<file path="config.mk">
export PLATFORM = sky130hd
export DESIGN_NAME = awmc_actuator_driver
export DESIGN_NICKNAME = d
export VERILOG_FILES = /design/src/rtl/awmc_pkg.sv /design/src/rtl/awmc_pulse_timer.sv /design/src/rtl/awmc_actuator_driver.sv
export SDC_FILE = /design/constraint.sdc
export NUM_CORES = 1
export LEC_CHECK = 0
export CAP_MARGIN = 10
export CORE_ASPECT_RATIO = 0.6
export CORE_UTILIZATION = 45
export CTS_BUF_LIST = sky130_fd_sc_hd__clkbuf_16
export DETAILED_ROUTE_END_ITERATION = 16
export PLACE_DENSITY_LB_ADDON = 0.08
export SLEW_MARGIN = 10
export SYNTH_ARGS = -nofsm -noshare
export SYNTH_HDL_FRONTEND = slang
export SYNTH_HIERARCHICAL = 1
export SYNTH_SLANG_ARGS = --single-unit
</file>
<file path="constraint.sdc">
create_clock -name clk -period 4.6 [get_ports clk]
set_input_delay 0.92 -clock clk [delete_from_list [all_inputs] [get_ports clk]]
set_output_delay 0.92 -clock clk [all_outputs]
set_load 0.02 [all_outputs]
</file>
<file path="src/rtl/awmc_pkg.sv">
// Shared stage codes, FSM states and actuator bundle for the AWMC actuator driver.
package awmc_pkg;

  localparam logic [2:0] ST_FILL  = 3'd0;
  localparam logic [2:0] ST_WASH  = 3'd1;
  localparam logic [2:0] ST_RINSE = 3'd2;
  localparam logic [2:0] ST_DRAIN = 3'd3;
  localparam logic [2:0] ST_SPIN  = 3'd4;
  localparam logic [2:0] ST_IDLE  = 3'd7;

  typedef enum logic [2:0] {
    S_IDLE        = 3'd0,
    S_RUN         = 3'd1,
    S_PAUSED      = 3'd2,
    S_UNLOCK_WAIT = 3'd3,
    S_FAULT       = 3'd4
  } state_e;

  typedef struct packed {
    logic valve;
    logic pump;
    logic motor_en;
    logic motor_dir;
    logic motor_fast;
    logic door_lock;
    logic fault;
  } act_t;

  // Codes 5 and 6 are never issued by a healthy controller.
  function automatic logic stage_illegal(input logic [2:0] s);
    return (s == 3'd5) || (s == 3'd6);
  endfunction

endpackage

</file>
<file path="src/rtl/awmc_pulse_timer.sv">
// Retriggerable pulse timer: busy_o is high for WIDTH cycles after a load, clr_i aborts.
module awmc_pulse_timer #(
  parameter int WIDTH = 4
) (
  input  logic clk,
  input  logic reset,
  input  logic clr_i,
  input  logic load_i,
  output logic busy_o
);

  localparam int CW = (WIDTH < 2) ? 1 : $clog2(WIDTH + 1);

  logic [CW-1:0] cnt_q, cnt_d;
  logic          busy_q;

  always_comb begin
    cnt_d = cnt_q;
    if (clr_i) begin
      cnt_d = '0;
    end else if (load_i) begin
      cnt_d = CW'(WIDTH);
    end else if (cnt_q != '0) begin
      cnt_d = cnt_q - CW'(1);
    end
  end

  always_ff @(posedge clk) begin
    if (reset) begin
      cnt_q  <= '0;
      busy_q <= 1'b0;
    end else begin
      cnt_q  <= cnt_d;
      busy_q <= (cnt_d != '0);
    end
  end

  assign busy_o = busy_q;

endmodule

</file>
<file path="src/rtl/awmc_actuator_driver.sv">
// Decodes AWMC stage/done into registered actuator commands and latches sequence faults.
// Optional feature macro: AWMC_SPIN_RAMP_EN (delays motor_fast by RAMP_CYCLES on SPIN entry).
module awmc_actuator_driver
  import awmc_pkg::*;
#(
  parameter int DIR_PERIOD  = 8,
  parameter int DOOR_DELAY  = 4,
  parameter int BUZZ_CYCLES = 6,
  parameter int RAMP_CYCLES = 5
) (
  input  logic       clk,
  input  logic       reset,
  input  logic [2:0] stage,
  input  logic       done,
  output logic       water_valve,
  output logic       drain_pump,
  output logic       motor_en,
  output logic       motor_dir,
  output logic       motor_fast,
  output logic       door_lock,
  output logic       buzzer,
  output logic       fault
);

`ifdef AWMC_SPIN_RAMP_EN
  localparam bit RampEn = 1'b1;
`else
  localparam bit RampEn = 1'b0;
`endif
  localparam int DW = (DIR_PERIOD < 2) ? 1 : $clog2(DIR_PERIOD);
  localparam int RW = (RAMP_CYCLES < 2) ? 1 : $clog2(RAMP_CYCLES + 1);

  state_e        state_q, state_d;
  logic [2:0]    last_q, last_d;
  logic          done_q;
  logic [DW-1:0] dcnt_q, dcnt_d;
  logic          dph_q, dph_d;
  logic [RW-1:0] ramp_q, ramp_d;
  act_t          act_q, act_d;
  logic          door_busy, door_clr, door_load;
  logic          buzz_busy, buzz_clr, buzz_load;
  logic          run_d, washing, new_stage;

  always_comb begin
    state_d = state_q;
    unique case (state_q)
      S_IDLE: begin
        if (stage == ST_FILL)      state_d = S_RUN;
        else if (stage != ST_IDLE) state_d = S_FAULT;
      end
      S_RUN: begin
        if ((stage == last_q) ||
            (({1'b0, stage} == ({1'b0, last_q} + 4'd1)) && (stage <= ST_SPIN)))
          state_d = S_RUN;
        else if (stage == ST_IDLE)
          state_d = done ? S_UNLOCK_WAIT : S_PAUSED;
        else
          state_d = S_FAULT;
      end
      S_PAUSED: begin
        if (stage == ST_IDLE)     state_d = S_PAUSED;
        else if (stage == last_q) state_d = S_RUN;
        else                      state_d = S_FAULT;
      end
      S_UNLOCK_WAIT: begin
        if (stage == ST_FILL) state_d = S_RUN;
        else if (!door_busy)  state_d = S_IDLE;
      end
      S_FAULT: state_d = S_FAULT;
      default: state_d = S_FAULT;
    endcase
    if (stage_illegal(stage)) state_d = S_FAULT;
  end

  // A restart from the unlock wait begins a fresh sequence at FILL.
  always_comb begin
    last_d = last_q;
    if (((state_q == S_IDLE) || (state_q == S_RUN) || (state_q == S_PAUSED)) && (stage <= ST_SPIN))
      last_d = stage;
    else if ((state_q == S_UNLOCK_WAIT) && (stage == ST_FILL))
      last_d = stage;
  end

  assign run_d     = (state_d == S_RUN);
  assign washing   = (stage == ST_WASH) || (stage == ST_RINSE);
  assign new_stage = (stage != last_q);

  // Direction phase only advances on RUN cycles, so a pause freezes it.
  always_comb begin
    dcnt_d = dcnt_q;
    dph_d  = dph_q;
    if (run_d && washing) begin
      if (new_stage) begin
        dcnt_d = '0;
        dph_d  = 1'b0;
      end else if (dcnt_q == DW'(DIR_PERIOD - 1)) begin
        dcnt_d = '0;
        dph_d  = ~dph_q;
      end else begin
        dcnt_d = dcnt_q + DW'(1);
      end
    end
  end

  always_comb begin
    ramp_d = ramp_q;
    if (run_d && (stage == ST_SPIN)) begin
      if (new_stage || (state_q == S_PAUSED)) ramp_d = '0;
      else if (ramp_q < RW'(RAMP_CYCLES))     ramp_d = ramp_q + RW'(1);
    end
  end

  always_comb begin
    act_d = '0;
    case (state_d)
      S_RUN: begin
        act_d.door_lock = 1'b1;
        case (stage)
          ST_FILL:  act_d.valve = 1'b1;
          ST_WASH,
          ST_RINSE: begin
            act_d.motor_en  = 1'b1;
            act_d.motor_dir = dph_d;
          end
          ST_DRAIN: act_d.pump = 1'b1;
          ST_SPIN: begin
            act_d.pump       = 1'b1;
            act_d.motor_en   = 1'b1;
            act_d.motor_fast = !RampEn || (ramp_d >= RW'(RAMP_CYCLES));
          end
          default: ;
        endcase
      end
      S_PAUSED, S_UNLOCK_WAIT: act_d.door_lock = 1'b1;
      S_FAULT: begin
        act_d.door_lock = 1'b1;
        act_d.pump      = 1'b1;
        act_d.fault     = 1'b1;
      end
      default: ;
    endcase
  end

  always_ff @(posedge clk) begin
    if (reset) begin
      state_q <= S_IDLE;
      last_q  <= ST_IDLE;
      done_q  <= 1'b0;
      dcnt_q  <= '0;
      dph_q   <= 1'b0;
      ramp_q  <= '0;
      act_q   <= '0;
    end else begin
      state_q <= state_d;
      last_q  <= last_d;
      done_q  <= done;
      dcnt_q  <= dcnt_d;
      dph_q   <= dph_d;
      ramp_q  <= ramp_d;
      act_q   <= act_d;
    end
  end

  assign door_clr  = (state_d != S_UNLOCK_WAIT);
  assign door_load = (state_q != S_UNLOCK_WAIT);
  assign buzz_load = (state_q == S_RUN) && done && !done_q;
  assign buzz_clr  = (state_d == S_FAULT);

  // The entry cycle counts as one wait cycle, hence the shortened width.
  awmc_pulse_timer #(.WIDTH(DOOR_DELAY - 1)) u_door_timer (
    .clk    (clk),
    .reset  (reset),
    .clr_i  (door_clr),
    .load_i (door_load),
    .busy_o (door_busy)
  );

  awmc_pulse_timer #(.WIDTH(BUZZ_CYCLES)) u_buzz_timer (
    .clk    (clk),
    .reset  (reset),
    .clr_i  (buzz_clr),
    .load_i (buzz_load),
    .busy_o (buzz_busy)
  );

  assign water_valve = act_q.valve;
  assign drain_pump  = act_q.pump;
  assign motor_en    = act_q.motor_en;
  assign motor_dir   = act_q.motor_dir;
  assign motor_fast  = act_q.motor_fast;
  assign door_lock   = act_q.door_lock;
  assign fault       = act_q.fault;
  assign buzzer      = buzz_busy;

endmodule
</file>
==> reports/results.env <==
STATUS='finished clean'
SETUP.WORST_PATH.END_CLASS='flop'
POWERDENSITY_nW_PER_UM2=309
MIN_PATH_TYPE='flop to flop'
VIAS_PER_CELL=5.45
TIMING.CRITICAL_PATH.ARRIVAL_NS=2.94
CLOCK_PATH_BUFFERS=2
STD_CELL_ROWS=14
SYNTH.YOSYS.SEQ_AREA_SHARE_PCT=37.2
CRITICAL-PATH-SLOWEST-CELL='sky130_fd_sc_hd__clkdlybuf4s50_1'
SHARE_OF_FINAL_LAYOUT_STANDARD_CELLS_STRONGER_THAN_DRIVE_STRENGTH_1_PCT=7.59
GRT_PASS1_VIAS=973
CHIPWIDTH_UM=72.6
HTREEDEPTH=1
MULTI_INPUT_COMB_AREA_UM2=778
CLK_PIN_SLEW_NS=0.06
POWER_uW=482
INITIALDRTVIOLATIONCOUNT=102
CRITICAL_PATH.MAX_STAGE_DELAY_NS=0.75
P_CLK_SHARE_PCT=39.5
DETAILED_PLACE_HPWL_UM=2030
DETAILEDROUTE.FIRSTPASSITERATIONCOUNT=4
MAX_FREQ_GHz=0.358
INITIAL_ANTENNA_VIOLATION_COUNT=0
ANTENNA_VIOLATING_NETS_POST_ROUTE=0
SYNTH_TOP_CELL_AREA_SHARE_PCT=37.2
P_LEAK_uW=0.000629
COMBINATIONALPOWERSHARE_PCT=13.1
GLOBALROUTEOVERFLOWTOTAL=0
FIN_NETS=171
N_ANTENNA_CELL=0
GRT.TOTAL_USAGE_PCT=20.6
FFS_W_ASYNC_S_R_SYNTH_PCT=0
MAPPED_CELL_AREA_UM2=1350
PEAKVDDDROP_uV=182
HOLD_BUFFERS=0
SYNTHESIS.YOSYS.WARNINGS=6
TOTAL_OF_CELLS_RESIZED_AFTER_CLOCK_TREE_SYNTHESIS=0
TIMING.HOLD.WS_NS=0.483
TRITONCTS.NUM_BUFFERS=3
NETSWITCHINGFRACTION_PCT=23.9
NETSWITCHINGPOWER_uW=115
FINAL-HOLD-VIOLATION-COUNT=0
VIAS=1079
WORST-SLEW-PIN-TRANSITION_NS=0.701
FINALWIRELENGTH_UM=2780
CELLINTERNALPOWER_uW=367
CP_CELL_SEQUENCE='clkdlybuf4s50_1 > xnor3_1 > nand3_2 > nor2_1 > a211o_1 > and2_4 > and3_1'
CORE-AREA_UM2=2660
LAYOUT_COMMONEST_CELL='sky130_fd_sc_hd__dfxtp_1'
REMAINING_DESIGN_RULE_VIOLATION_COUNT=0
CLK-INSERTION-DELAY-LATE_NS=0.26
LAYOUT.CELLS.NON_FILLER=198
UNREPAIRED_SETUP_ENDPOINTS_AFTER_GLOBAL_ROUTING='no'
MOST-COMMON-LAYOUT-CELLS='sky130_fd_sc_hd__dfxtp_1, sky130_fd_sc_hd__clkdlybuf4s50_1, sky130_fd_sc_hd__nand2_1'
WORSTPATHMAXFANOUT=11
NUMBER_OF_ENABLE_FLIP_FLOP_CELLS_AFTER_SYNTHESIS=0
POST_SYNTH_MAIN_AREA_CONTRIBUTORS='sky130_fd_sc_hd__dfxtp_1, sky130_fd_sc_hd__ha_1, sky130_fd_sc_hd__nor2b_1'
CTS.ROOT.BUFFER_CELL='sky130_fd_sc_hd__clkbuf_16'
CLOCK_SINKS=25
NUMBER_OF_INSTANCES_IN_THE_PLACED_DESIGN=194
FIN_WORST_SKEW_NS=0.00189
START_UTIL_PCT=50.6
SYN_NETS=160
SYNTH_CELL_TYPE_COUNT=47
DIEAREA_UM2=3220
SYNTH_LARGEST_AREA_CELL='sky130_fd_sc_hd__dfxtp_1'
RELATIVE_SLEW_SLACK_PCT=53.1
WORSTPATHREQUIRED_NS=4.75
DRV.MAX_CAP_VIOLATION_COUNT=0
GRT_START_MAX_NET_PINS=20
GLOBAL_ROUTE_WIRE_LENGTH_BEFORE_REPAIR_UM=4850
LAYOUT.FILLER_CELLS=243
CRIT_PATH_START_KIND='primary input'
IO-PIN-COUNT=14
CTS.REPAIR_TIMING.SETUP_BUFFER_COUNT=0
FLOW.AREA_GROWTH_FROM_SYNTHESIS_PCT=15.9
SYNTHESIS.INSTANCES=148
MIN_PERIOD_OVER_PERIOD_PCT=60.7
REPORT.FINAL.SETUP_VIOL=0
POST_DRT_WL_PER_CELL_UM=14.0
TIMING_MAX_TRANSITION_VIOLATIONS_FINAL=0
SETUP-TNS-FINAL_NS=0
SEQ_POWER_SHARE_PCT=47.5
YOSYS_REGISTER_BITS=25
GP_CONGESTION=0.893
CHIPHEIGHT_UM=44.4
SYNTH_FLOP_CELL='sky130_fd_sc_hd__dfxtp_1'
NUMPORTBUFFERS=13
POSTSYNTHAREAPERCELL_UM2=9.10
REGAREA_UM2=500
TIMING_WORST_SETUP_PATH_TYPE='primary input to flop'
FINAL.MIN_CLOCK_PERIOD_NS=2.79
REG2REG_SLACK_NS=2.67
CTS_TREE='yes'
[cell usage after synthesis, types with 2 or more instances]
cell                       instances
sky130_fd_sc_hd__dfxtp_1          25
sky130_fd_sc_hd__nand2_1          10
sky130_fd_sc_hd__nor2_1            9
sky130_fd_sc_hd__nor2b_1           9
sky130_fd_sc_hd__a21oi_1           7
sky130_fd_sc_hd__nand2b_1          7
sky130_fd_sc_hd__ha_1              6
sky130_fd_sc_hd__nand3_1           6
sky130_fd_sc_hd__inv_1             5
sky130_fd_sc_hd__mux2i_1           4
sky130_fd_sc_hd__nor3_1            4
sky130_fd_sc_hd__o21ai_1           4
sky130_fd_sc_hd__a211o_1           3
sky130_fd_sc_hd__buf_2             3
sky130_fd_sc_hd__o21a_1            3
sky130_fd_sc_hd__o21ai_0           3
sky130_fd_sc_hd__xnor2_1           3
sky130_fd_sc_hd__xor2_1            3
sky130_fd_sc_hd__a31oi_1           2
sky130_fd_sc_hd__buf_4             2
sky130_fd_sc_hd__nand3_2           2
sky130_fd_sc_hd__nor4_1            2
sky130_fd_sc_hd__xnor2_2           2
[cell families after synthesis]
group,count (synthesis),synth area share [%]
adders and majority gates,6,5.58
and+or+nand+nor,59,25.2
muxes,4,2.97
DFF,25,37.2
xor gates and xnor gates,9,7.99
buffers and inverters,13,5.02
AOI/OAI and AO/OA,32,16.1
[final cells by class]
class | count | share of cell area [%]
Clock buffer | 3 | 4.81
Timing Repair Buffer | 13 | 8.34
Tap cell | 40 | 3.21
Multi-Input combinational cell | 110 | 49.9
Sequential cell | 25 | 32.1
Inverter | 6 | 1.44
Clock inverter | 1 | 0.241
[worst max-delay path, delay by kind of cell]
kind | cells | cell delay (ns)
simple gates | 4 | 0.51
buf+inv | 1 | 0.75
xor+xnor | 1 | 0.41
compound gates | 1 | 0.35
[worst paths after layout]
path                               start                             end  cells after the start
setup / recovery                stage[2]          water_valve$_SDFF_PP0_                      7
hold / removal    dcnt_q[1]$_SDFFE_PP0N_          dcnt_q[1]$_SDFFE_PP0N_                      2
setup reg to reg  last_q[0]$_SDFFE_PP1P_  u_door_timer/busy_o$_SDFF_PP0_                      8
hold reg to reg   dcnt_q[1]$_SDFFE_PP0N_          dcnt_q[1]$_SDFFE_PP0N_                      2
[power groups by stage]
stage	sequential, µW	combinational [µW]	clock, µW
2_1_floorplan	233	46.8	0
3_3_place_gp	234	61.7	0
3_5_place_dp	234	62.2	0
4_1_cts	229	62.6	192
5_1_grt	230	69.5	203
6_report	229	63.0	190
[flip-flops by register name, summed over array words and instances (netlist names), 2 cells and up]
register,flops
dcnt_q,3
u_door_timer/cnt_q,2
state_q,3
u_buzz_timer/cnt_q,3
last_q,3
[layer usage]
layer,GRT usage (%),share of wire (%)
met2,28.0,38
met4,7.06,1.1
met5,0,0
met3,5.47,6.1
met1,31.1,54
[stage by stage]
stage	cell area, µm²	setup slack [ns]	utilization, %
floorplan	1350	2.38	-
global placement	1480	1.60	55.6
detailed placement	1480	1.58	55.6
CTS	1560	1.83	58.6
global route	1560	1.65	58.6
finish	1560	1.81	58.6
Power figures use the tool's default switching activity.
